$ cat src/rtl/shift_sequencer_if.sv
// rtl/shift_sequencer_if.sv - command/response and shifter-side signals of shift_sequencer
interface shift_sequencer_if #(
    parameter int AMT_W = 3
);
    logic             start;
    logic [1:0]       cmd_op;
    logic [AMT_W-1:0] cmd_amt;
    logic [7:0]       cmd_data;
    logic             busy;
    logic             done;
    logic [7:0]       result;
    logic             cmd_err;
    logic [2:0]       sh_op;
    logic [1:0]       sh_shamt;
    logic [7:0]       sh_d_in;
    logic [7:0]       sh_d_out;

    modport master (
        output start, cmd_op, cmd_amt, cmd_data, sh_d_out,
        input  busy, done, result, cmd_err, sh_op, sh_shamt, sh_d_in
    );

    modport slave (
        input  start, cmd_op, cmd_amt, cmd_data, sh_d_out,
        output busy, done, result, cmd_err, sh_op, sh_shamt, sh_d_in
    );
endinterface

$ cat src/rtl/shift_sequencer.sv
// rtl/shift_sequencer.sv - splits one shift command into <=3-bit steps for shifter8
module shift_sequencer #(
    parameter int AMT_W = 3
) (
    input  logic              clk,
    input  logic              reset_n,
    shift_sequencer_if.slave  bus
);
    localparam logic [1:0] S_IDLE  = 2'd0;
    localparam logic [1:0] S_LOAD  = 2'd1;
    localparam logic [1:0] S_SHIFT = 2'd2;
    localparam logic [1:0] S_DONE  = 2'd3;

    localparam logic [2:0] SH_NOP  = 3'b000;
    localparam logic [2:0] SH_LOAD = 3'b001;
    localparam logic [2:0] SH_LSL  = 3'b010;
    localparam logic [2:0] SH_LSR  = 3'b011;
    localparam logic [2:0] SH_ASR  = 3'b100;

    logic [1:0]       r_state;
    logic [1:0]       r_op;
    logic [AMT_W-1:0] r_rem;
    logic [2:0]       r_sh_op;
    logic [1:0]       r_sh_shamt;
    logic [7:0]       r_sh_d_in;
    logic [7:0]       r_result;
    logic             r_done;
    logic             r_cmd_err;

    logic             w_accept;
    logic             w_illegal;
    logic [AMT_W-1:0] w_rem_dec;
    logic [1:0]       w_state_nxt;
    logic [AMT_W-1:0] w_rem_nxt;
    logic [1:0]       w_op_nxt;
    logic [1:0]       w_step;
    logic [2:0]       w_shift_code;
    logic [2:0]       w_sh_op_nxt;
    logic [1:0]       w_sh_shamt_nxt;

    assign w_accept  = (r_state == S_IDLE) && bus.start && (bus.cmd_op != 2'b11);
    assign w_illegal = (r_state == S_IDLE) && bus.start && (bus.cmd_op == 2'b11);
    assign w_rem_dec = r_rem - AMT_W'(r_sh_shamt);

    always_comb begin
        w_state_nxt = r_state;
        w_rem_nxt   = r_rem;
        w_op_nxt    = r_op;
        case (r_state)
            S_IDLE: begin
                if (w_accept) begin
                    w_state_nxt = S_LOAD;
                    w_rem_nxt   = bus.cmd_amt;
                    w_op_nxt    = bus.cmd_op;
                end
            end
            S_LOAD:  w_state_nxt = (r_rem != '0) ? S_SHIFT : S_DONE;
            S_SHIFT: begin
                w_rem_nxt = w_rem_dec;
                if (w_rem_dec == '0) begin
                    w_state_nxt = S_DONE;
                end
            end
            default: w_state_nxt = S_IDLE;
        endcase
    end

    // Shifter controls are registered, so they are derived from the state being entered.
    always_comb begin
        w_step = (w_rem_nxt > AMT_W'(3)) ? 2'd3 : w_rem_nxt[1:0];
        case (w_op_nxt)
            2'b00:   w_shift_code = SH_LSL;
            2'b01:   w_shift_code = SH_LSR;
            2'b10:   w_shift_code = SH_ASR;
            default: w_shift_code = SH_NOP;
        endcase
        case (w_state_nxt)
            S_LOAD:  w_sh_op_nxt = SH_LOAD;
            S_SHIFT: w_sh_op_nxt = w_shift_code;
            default: w_sh_op_nxt = SH_NOP;
        endcase
        w_sh_shamt_nxt = (w_state_nxt == S_SHIFT) ? w_step : 2'd0;
    end

    always_ff @(posedge clk or negedge reset_n) begin
        if (!reset_n) begin
            r_state    <= S_IDLE;
            r_op       <= 2'b00;
            r_rem      <= '0;
            r_sh_op    <= SH_NOP;
            r_sh_shamt <= 2'd0;
            r_sh_d_in  <= 8'h00;
            r_result   <= 8'h00;
            r_done     <= 1'b0;
            r_cmd_err  <= 1'b0;
        end else begin
            r_state    <= w_state_nxt;
            r_op       <= w_op_nxt;
            r_rem      <= w_rem_nxt;
            r_sh_op    <= w_sh_op_nxt;
            r_sh_shamt <= w_sh_shamt_nxt;
            r_done     <= (r_state == S_DONE);
            r_cmd_err  <= w_illegal;
            if (w_accept) begin
                r_sh_d_in <= bus.cmd_data;
            end
            if (r_state == S_DONE) begin
                r_result <= bus.sh_d_out;
            end
        end
    end

    assign bus.busy     = (r_state != S_IDLE);
    assign bus.done     = r_done;
    assign bus.result   = r_result;
    assign bus.cmd_err  = r_cmd_err;
    assign bus.sh_op    = r_sh_op;
    assign bus.sh_shamt = r_sh_shamt;
    assign bus.sh_d_in  = r_sh_d_in;
endmodule

$ cat src/flat_wrapper.sv
// flat-port wrapper written by rule: the top's interface ports become plain ports
module shift_sequencer_flat 
#(
    parameter int AMT_W = 3
)
  (clk, reset_n, bus_start, bus_cmd_op, bus_cmd_amt, bus_cmd_data, bus_sh_d_out, bus_busy, bus_done, bus_result, bus_cmd_err, bus_sh_op, bus_sh_shamt, bus_sh_d_in);
  shift_sequencer_if #(.AMT_W(AMT_W)) bus_i ();
  input  logic clk;
  input  logic reset_n;
  input wire logic [$bits(bus_i.start)-1:0] bus_start;
  input wire logic [$bits(bus_i.cmd_op)-1:0] bus_cmd_op;
  input wire logic [$bits(bus_i.cmd_amt)-1:0] bus_cmd_amt;
  input wire logic [$bits(bus_i.cmd_data)-1:0] bus_cmd_data;
  input wire logic [$bits(bus_i.sh_d_out)-1:0] bus_sh_d_out;
  output wire logic [$bits(bus_i.busy)-1:0] bus_busy;
  output wire logic [$bits(bus_i.done)-1:0] bus_done;
  output wire logic [$bits(bus_i.result)-1:0] bus_result;
  output wire logic [$bits(bus_i.cmd_err)-1:0] bus_cmd_err;
  output wire logic [$bits(bus_i.sh_op)-1:0] bus_sh_op;
  output wire logic [$bits(bus_i.sh_shamt)-1:0] bus_sh_shamt;
  output wire logic [$bits(bus_i.sh_d_in)-1:0] bus_sh_d_in;
  assign bus_i.start = bus_start;
  assign bus_i.cmd_op = bus_cmd_op;
  assign bus_i.cmd_amt = bus_cmd_amt;
  assign bus_i.cmd_data = bus_cmd_data;
  assign bus_i.sh_d_out = bus_sh_d_out;
  assign bus_busy = bus_i.busy;
  assign bus_done = bus_i.done;
  assign bus_result = bus_i.result;
  assign bus_cmd_err = bus_i.cmd_err;
  assign bus_sh_op = bus_i.sh_op;
  assign bus_sh_shamt = bus_i.sh_shamt;
  assign bus_sh_d_in = bus_i.sh_d_in;
  shift_sequencer #(.AMT_W(AMT_W)) u_core (.clk(clk), .reset_n(reset_n), .bus(bus_i));
endmodule
$ cat config.mk
export PLATFORM = sky130hd
export DESIGN_NAME = shift_sequencer_flat
export DESIGN_NICKNAME = d
export VERILOG_FILES = /design/src/rtl/shift_sequencer_if.sv /design/src/rtl/shift_sequencer.sv /design/src/flat_wrapper.sv
export SDC_FILE = /design/constraint.sdc
export NUM_CORES = 1
export LEC_CHECK = 0
export BUFFER_PORTS_ARGS = -buffer_cell sky130_fd_sc_hd__buf_2
export CAP_MARGIN = 10
export CORE_MARGIN = 5
export CORE_UTILIZATION = 40
export CTS_CLUSTER_DIAMETER = 150
export DETAILED_ROUTE_END_ITERATION = 8
export PLACE_DENSITY_LB_ADDON = 0.25
export SYNTH_ARGS = -nofsm -noshare
export SYNTH_HDL_FRONTEND = slang
export SYNTH_SLANG_ARGS = --single-unit
$ cat constraint.sdc
create_clock -name clk -period 2.56 [get_ports clk]
set_input_delay 0.256 -clock clk [delete_from_list [all_inputs] [get_ports clk]]
set_output_delay 0.256 -clock clk [all_outputs]
set_load 0.05 [all_outputs]
Word level (Yosys, flattened, before mapping)

Cells that the tools add are included.

Add/sub/neg operators: 1
Multipliers: 0
Div/mod/pow operators: 0
Magnitude comparators: 1
Equality and inequality tests: 9
Shift operators: 0
Muxes and demuxes: 12
Bitwise operators: 0
Reductions and logical operators: 8

Operators with widths:

| operator                                            | count |
|---|---|
| 2-to-1 mux 2 bit                                    | 6 |
| one-hot mux 3 bit (2 select lines)                  | 2 |
| == test 2 bit (second input constant)               | 5 |
| one-hot mux 3 bit (3 select lines)                  | 1 |
| == test 2 x 1 -> 1 bit (second input constant)      | 3 |
| one-hot mux 2 bit (3 select lines)                  | 1 |
| logical NOT 2 bit                                   | 2 |
| > comparator 3 x 2 -> 1 bit (second input constant) | 1 |
| logical AND 1 bit                                   | 3 |
| logical NOT 3 bit                                   | 1 |
| 2-to-1 mux 3 bit                                    | 1 |
| nonzero test 3 bit                                  | 1 |
| subtractor 3 x 2 -> 3 bit                           | 1 |
| != test 2 bit (second input constant)               | 1 |
| nonzero test 2 bit                                  | 1 |
| 2-to-1 mux 1 bit                                    | 1 |

Register bits: 30
Latch bits: 0
Bits in writable memories: 0
Memory bits (read-only): 0
Output and inout port bits: 24
Memories kept: 0

Longest topological paths before layout

Gate-level depths: netlist of run 1.

Depth in word-level cells: 8
Gate-level depth with buffers: 11
Gate-level depth less buffers: 11

Least setup slack after synthesis of run 1

Ideal clock, no wire load.

Path kind: register to register
Start: reg u_core.r_sh_shamt[0], in the netlist u_core.bus.sh_shamt[0]
End: reg u_core.r_sh_op[1], in the netlist u_core.bus.sh_op[1]
Library setup time: 0.088 ns
Arrival time: 2.311 ns
Required time: 2.472 ns
Setup slack: 0.160 ns
Stages on the path, launching flop included: 10
Path buffers: 0
Clock period less this slack: 2.400 ns
Path through: dfrtp_1 > ha_1 > inv_1 > fa_1 > xnor2_1 > nor3b_1 > o21ai_0 > a41o_1 > ha_1 > nor3b_1

Word-level cells in the longest chain between the ends: 6
Elaborated cells on any way between the ends: 7

Ends and longest elaborated chain:

| what                                                    | line                   | source |
|---|---|---|
| from (decl)                                             | shift_sequencer.sv:24  | `logic [1:0] r_sh_shamt;` |
| from (signal assigned)                                  | shift_sequencer.sv:101 | `r_sh_shamt <= w_sh_shamt_nxt;` |
| subtractor 3 x 2 -> 3 bit *                             | shift_sequencer.sv:43  | `assign w_rem_dec = r_rem - AMT_W'(r_sh_shamt);` |
| logical NOT 3 bit *                                     | shift_sequencer.sv:60  | `if (w_rem_dec == '0) begin` |
| 2-to-1 mux 2 bit *                                      | shift_sequencer.sv:60  |  |
| one-hot mux 2 bit (3 select lines) *                    | shift_sequencer.sv:49  | `case (r_state)` |
| == test 2 bit or == test 2 x 1 -> 1 bit (tied branches) | shift_sequencer.sv:77  | `case (w_state_nxt)` |
| one-hot mux 3 bit (2 select lines) *                    | shift_sequencer.sv:77  |  |
| via u_core.w_sh_op_nxt[1]                               | shift_sequencer.sv:38  | `logic [2:0] w_sh_op_nxt;` |
| to (signal assigned)                                    | shift_sequencer.sv:100 | `r_sh_op <= w_sh_op_nxt;` |
| to (decl)                                               | shift_sequencer.sv:23  | `logic [2:0] r_sh_op;` |

Mark *: on every way through the listed nets, which the timed path passes. The rest lies on a longest branch.
A chain may end at the register's enable or synchronous reset.

Worst setup path in the final report of run 1

Start: reg u_core.r_rem[0]
End: reg u_core.r_sh_op[1], in the netlist u_core.bus.sh_op[1]

Word-level cells in the longest chain between the ends: 6
Elaborated cells on any way between the ends: 9

Ends and longest elaborated chain:

| what                                                    | line                  | source |
|---|---|---|
| from (decl)                                             | shift_sequencer.sv:22 | `logic [AMT_W-1:0] r_rem;` |
| from (signal assigned)                                  | shift_sequencer.sv:99 | `r_rem <= w_rem_nxt;` |
| subtractor 3 x 2 -> 3 bit                               | shift_sequencer.sv:43 |  |
| logical NOT 3 bit                                       | shift_sequencer.sv:60 |  |
| 2-to-1 mux 2 bit                                        | shift_sequencer.sv:60 |  |
| one-hot mux 2 bit (3 select lines) *                    | shift_sequencer.sv:49 |  |
| == test 2 bit or == test 2 x 1 -> 1 bit (tied branches) | shift_sequencer.sv:77 |  |
| one-hot mux 3 bit (2 select lines) *                    | shift_sequencer.sv:77 |  |
| via u_core.w_sh_op_nxt[1]                               | shift_sequencer.sv:38 |  |

Marked as above.

==> flow_summary.ini, run 1 <==
[min_path]
min_path_type = primary input to flip-flop

[clock_network]
cts_setup_buffers = 0
clk_pin_slew_ps = 90
worstSkewPairLatency_ps = 320
cts-resized-gates = 0
cts_buffers = 5
root_buffer = clkbuf_4
cts_sinks = 30
cts_max_level = 2
clk_path_buf_depth = 2
cts_tree = yes

[synthesis]
syn_avg_cell_area_um2 = 13.0
yosysTopAreaCell = dfrtp_1
synth_warnings = 0
syn_inst = 105
netlist_top_cells_area = dfrtp_1, mux2_2, ha_1
synth_cell_types = 31
synth-seq-area-share = 0.551
netlist.area_leader.share = 0.551
synthArstFlopShare = 1.00
synth_edf_count = 0
synthesis.area_um2 = 1360
yosysMostFrequentCell = dfrtp_1
synthFlopType = dfrtp_1
syn_nets = 137
synthTopCellsByCount = dfrtp_1, mux2_2, inv_1
ys_ff_latch = 30

[floorplan]
die_area_um2 = 4670
io_pins = 48
initial_core_util = 0.411
rows = 21
dieWidth_um = 68.3
chipHeight_um = 68.3
fp.coreArea_um2 = 3310

[timing]
max_freq_mhz = 442
drv_slew = 0
fin_setup_tns_ps = 0
rsz0062_at_grt = no
final.period_utilization = 0.883
worst_pin_slew_ps = 640
setup_viol = 0
post-route-min-period_ps = 2260
fin_skew_ps = 6.22
slew_headroom = 0.573
hold_viol_final = 0

[place]
dpl-instance-area_um2 = 1640
routabilityCongestion = 0.773
dp_hpwl_um = 2100
io_buffers = 47
placedCellCount = 196

[drt]
dr_total_vias = 991
vias_per_cell = 4.83
initialDrtViolationCount = 17
drt_wl_total_um = 2670
ant_nets = 0
drt-pass1-iter-count = 3
route.detailed.drc = 0
wl_per_cell_um = 13.0

[setup_path]
crit_end = u_core.bus.sh_op[1]
startpoint_type = flip-flop
crit_path_start = u_core.r_rem[0]
crit_type = flip-flop to flip-flop
worstRegToRegCells = 10
crit_arrival_ps = 2490
crit_path_end_kind = flip-flop
rr_endpoint = u_core.bus.sh_op[1]
r2r_setup_slack_ps = 300
r2r-start = u_core.r_rem[0]
required_ps = 2790
cp_max_fo = 3

[global_routing]
grt_pass1_wl_um = 4580
grt_max_degree = 31
grt_pass1_vias = 1053
antenna_found_initial = 0
grt.overflow.total = 0
track_usage = 0.135

[job]
maxCapViolCount = 0

[final_layout]
area_growth_pct = 25.7
layout-drive-gt1-share = 0.465
diodes = 0
fillers = 326
fin_cells = 205
seq_area_um2 = 751
multi_input_area_um2 = 557
fin_nets = 190
postLayoutCellArea_um2 = 1710

[run_status]
status = completed
## worst min-delay path by stage
stage	cells past startpoint	from	slack [ps]	endpoint
2_1_floorplan	0	reset_n	-40	u_core.bus.cmd_err
3_3_place_gp	1	reset_n	320	u_core.bus.result[6]
3_5_place_dp	1	reset_n	320	u_core.bus.result[6]
4_1_cts	2	bus_sh_d_out[5]	140	u_core.bus.result[5]
5_1_grt	2	bus_cmd_data[4]	140	u_core.bus.sh_d_in[4]
6_report	2	bus_sh_d_out[5]	160	u_core.bus.result[5]
## cells by family after synthesis
logic type | after synthesis | share of synthesized area
AO/OA/AOI/OAI | 15 | 0.0901
XOR/XNOR | 1 | 0.00643
adder cells (fa/ha/maj) | 8 | 0.0790
buffers and inverters | 13 | 0.0395
flip-flops | 30 | 0.551
multiplexers | 17 | 0.140
AND/OR/NAND/NOR | 21 | 0.0937
## per-stage QoR
stage / setup WS (ps) / utilization / hold slack [ps]
after global routing: 77.4 / 0.517 / 138
after global placement: 355 / 0.496 / 320
final: 298 / 0.517 / 159
after CTS: 245 / 0.517 / 140
after floorplan: 160 / - / -39.6
after detailed placement: 276 / 0.496 / 321
## registers in the layout, indices dropped and copies added, names as in the netlist
register	cells
u_core.bus.result	8
u_core.bus.sh_d_in	8
u_core.bus.sh_op	3
u_core.r_rem	3
u_core.bus.sh_shamt	2
u_core.r_op	2
u_core.r_state	2
u_core.bus.cmd_err	1
u_core.bus.done	1
## routing by layer
metal	vias up	global-route usage	part of all wire
met5	-	0	0
met4	0	0.0596	0.015
met3	4	0.0640	0.077
met2	34	0.217	0.50
met1	481	0.153	0.41
li1	472	-	-
## timing repair
action,in CTS,in global routing
hold buffers,1,0
setup endpoints to repair,0,0
endpoints found under the hold margin,30,0
## worst max-delay path, cell delays in order, from the launching register on
cell     delay, ps
dfrtp_1        400
inv_1           60
ha_1           130
inv_1           40
fa_1           400
xnor2_1        140
nor3b_1        170
o21ai_0        120
a41o_1         200
ha_1           300
nor3b_1        210
## layout by cell type, fill, tap and decap left out, types with 3 or more instances in the layout
cell,netlist,layout
mux2_2,16,16
nand2_1,5,5
nor3b_1,3,3
ha_1,7,7
nor2_1,4,4
dfrtp_1,30,30
buf_2,1,47
clkbuf_4,0,5
inv_1,11,11
## cell type report
class,count,area share
flip-flops and latches,30,0.439
multi-input cells,62,0.325
repair buffers,48,0.143
well taps,46,0.0336
clock buffers,7,0.0322
inverters,11,0.0241
clock inverters,1,0.00292
Power of run 1 is not shown: default switching activity piles up to over one toggle a cycle in this logic, so the estimate is an artifact.
==> run 2, diff against run 1 <==
- CORE_ASPECT_RATIO: unset -> 1.4
- clock period: 2.56 -> 2.2 ns (I/O delays scaled with it)
==> run 2 against run 1 <==
Against the previous run: maximum frequency increased by 7.1%; clock skew decreased by 1.2 ps; clock-buffer cell count increased by 1; sequential share of layout area decreased by 1.6 points; via count decreased by 0.61%; cell area increased by 4.2%; critical path depth unchanged; global-route usage increased by 0.12 points; die area increased by 0.36%; core utilization increased by 1.6 points; critical endpoint unchanged; highest routed layer unchanged.
==> flow_summary.ini, run 2 (synthesis results as in run 1) <==
[final_layout]
fin_nets = 192
diodes = 0
fillers = 290
final_common_cell = buf_2
area_growth_pct = 31.0
layout_common_cells = buf_2, dfrtp_1, mux2_2
layout-drive-gt1-share = 0.528

[global_routing]
grt.overflow.total = 0
grt_max_degree = 31
grt_use_met1 = 0.137
grt_pass1_vias = 1069
use_met2 = 0.220
antenna_found_initial = 0
track_usage = 0.137
grtUsageMet3 = 0.0699
grt_pass1_wl_um = 4630
busiest_layer = met2

[timing]
slew_headroom = 0.570
final.period_utilization = 0.959
rsz0062_at_grt = no
fin_setup_tns_ps = 0
worst_pin_slew_ps = 644
setup_viol = 0
drv_slew = 0
hold_viol_final = 0
max_freq_mhz = 474
post-route-min-period_ps = 2110
fin_skew_ps = 4.99

[place]
dp_hpwl_um = 2140
io_buffers = 47
routabilityCongestion = 0.848

[job]
maxCapViolCount = 0

[drt]
ant_nets = 0
dr_total_vias = 985
vias_per_cell = 4.90
route.detailed.drc = 0
wl_per_cell_um = 13.8
initialDrtViolationCount = 15
drt-pass1-iter-count = 4
drt_wl_total_um = 2780

[setup_path]
startpoint_type = flip-flop
cp_max_fo = 3
cpMaxStageDelayCell = dfrtp_1
critPathMaxStageDelay_ps = 400
crit_arrival_ps = 2310
crit_chain = inv_2 -> ha_4 -> inv_2 -> fa_2 -> xnor2_2 -> nor3b_2 -> o21ai_1 -> a41o_1 -> ha_2 -> nor3b_2
crit_type = flip-flop to flip-flop
required_ps = 2400
crit_path_end_kind = flip-flop

[clock_network]
root_buffer = clkbuf_8
worstSkewPairLatency_ps = 280
cts_max_level = 2
clk_pin_slew_ps = 60
cts_tree = yes
cts_buffers = 5
cts_sinks = 30
clk_path_buf_depth = 2

[floorplan]
die_area_um2 = 4690
dieWidth_um = 59.3
io_pins = 48
initial_core_util = 0.407
rows = 25
fp.coreArea_um2 = 3350
chipHeight_um = 79.0

[min_path]
min_path_type = primary input to flip-flop

[run_status]
status = completed
run 2: cell count changes in the layout (fill, tap and decap cells not counted), sizes merged:
| cell | previous run | this run |
|---|---|---|
| clkinv | 1 | 0 |
| clkbuf | 7 | 8 |
| buf | 47 | 49 |
run 2: path summary, 6_finish.rpt:
kind / depth (start not counted) / startpoint / endpoint / slack, ps
worst max-delay path: 10 / u_core.r_rem[0] / u_core.bus.sh_op[1] / 90
worst min-delay path: 2 / bus_sh_d_out[1] / u_core.bus.result[1] / 170
worst max register to register: 10 / u_core.r_rem[0] / u_core.bus.sh_op[1] / 90
worst min register to register: 1 / u_core.r_op[0] / u_core.r_op[0] / 500
max in group asynchronous: 2 / reset_n / u_core.bus.sh_shamt[1] / 1240
min in group asynchronous: 2 / reset_n / u_core.bus.result[7] / 500
run 2: final cells by class:
class / instances / area [um^2] / share of cell area
Multi-Input combinational cell: 62 / 598 / 0.335
Inverter: 11 / 41.3 / 0.0232
Sequential cell: 30 / 753 / 0.422
Tap cell: 40 / 50.0 / 0.0281
Clock buffer: 8 / 80.1 / 0.0449
Timing Repair Buffer: 50 / 260 / 0.146
run 2: per-layer routing:
metal | share of wire | up-vias | wire length [um]
li1 | - | 472 | -
met1 | 0.38 | 476 | 1040
met5 | 0 | - | 0
met4 | 0.022 | 0 | 62
met2 | 0.52 | 32 | 1450
met3 | 0.080 | 5 | 223
run 2: critical path, delay by kind of cell (launching register included):
kind / cells / cell delay [ps]
xor gates and xnor gates: 1 / 150
and+or+nand+nor: 2 / 310
buffers and inverters: 2 / 110
adders and majority gates: 3 / 770
DFF: 1 / 400
AOI/OAI and AO/OA: 2 / 290
run 2: metrics by stage:
stage,hold WS [ps],setup slack [ps],instances,cell area (um^2),utilization
floorplan,-75.6,14.7,105,1380,-
global placement,274,77.0,191,1660,0.497
detailed placement,282,2.18,191,1660,0.497
CTS,161,6.26,200,1750,0.524
global route,155,10.2,201,1780,0.533
finish,169,89.2,201,1780,0.533
run 2: what timing repair did:
action / CTS / global route
setup endpoints to repair: 0 / 5
buffers inserted: 0 / 1
resized for setup: 0 / 6
endpoints found under the hold margin: 30 / 0
hold buffers: 1 / 0
Power of run 2 is left out for the same reason.
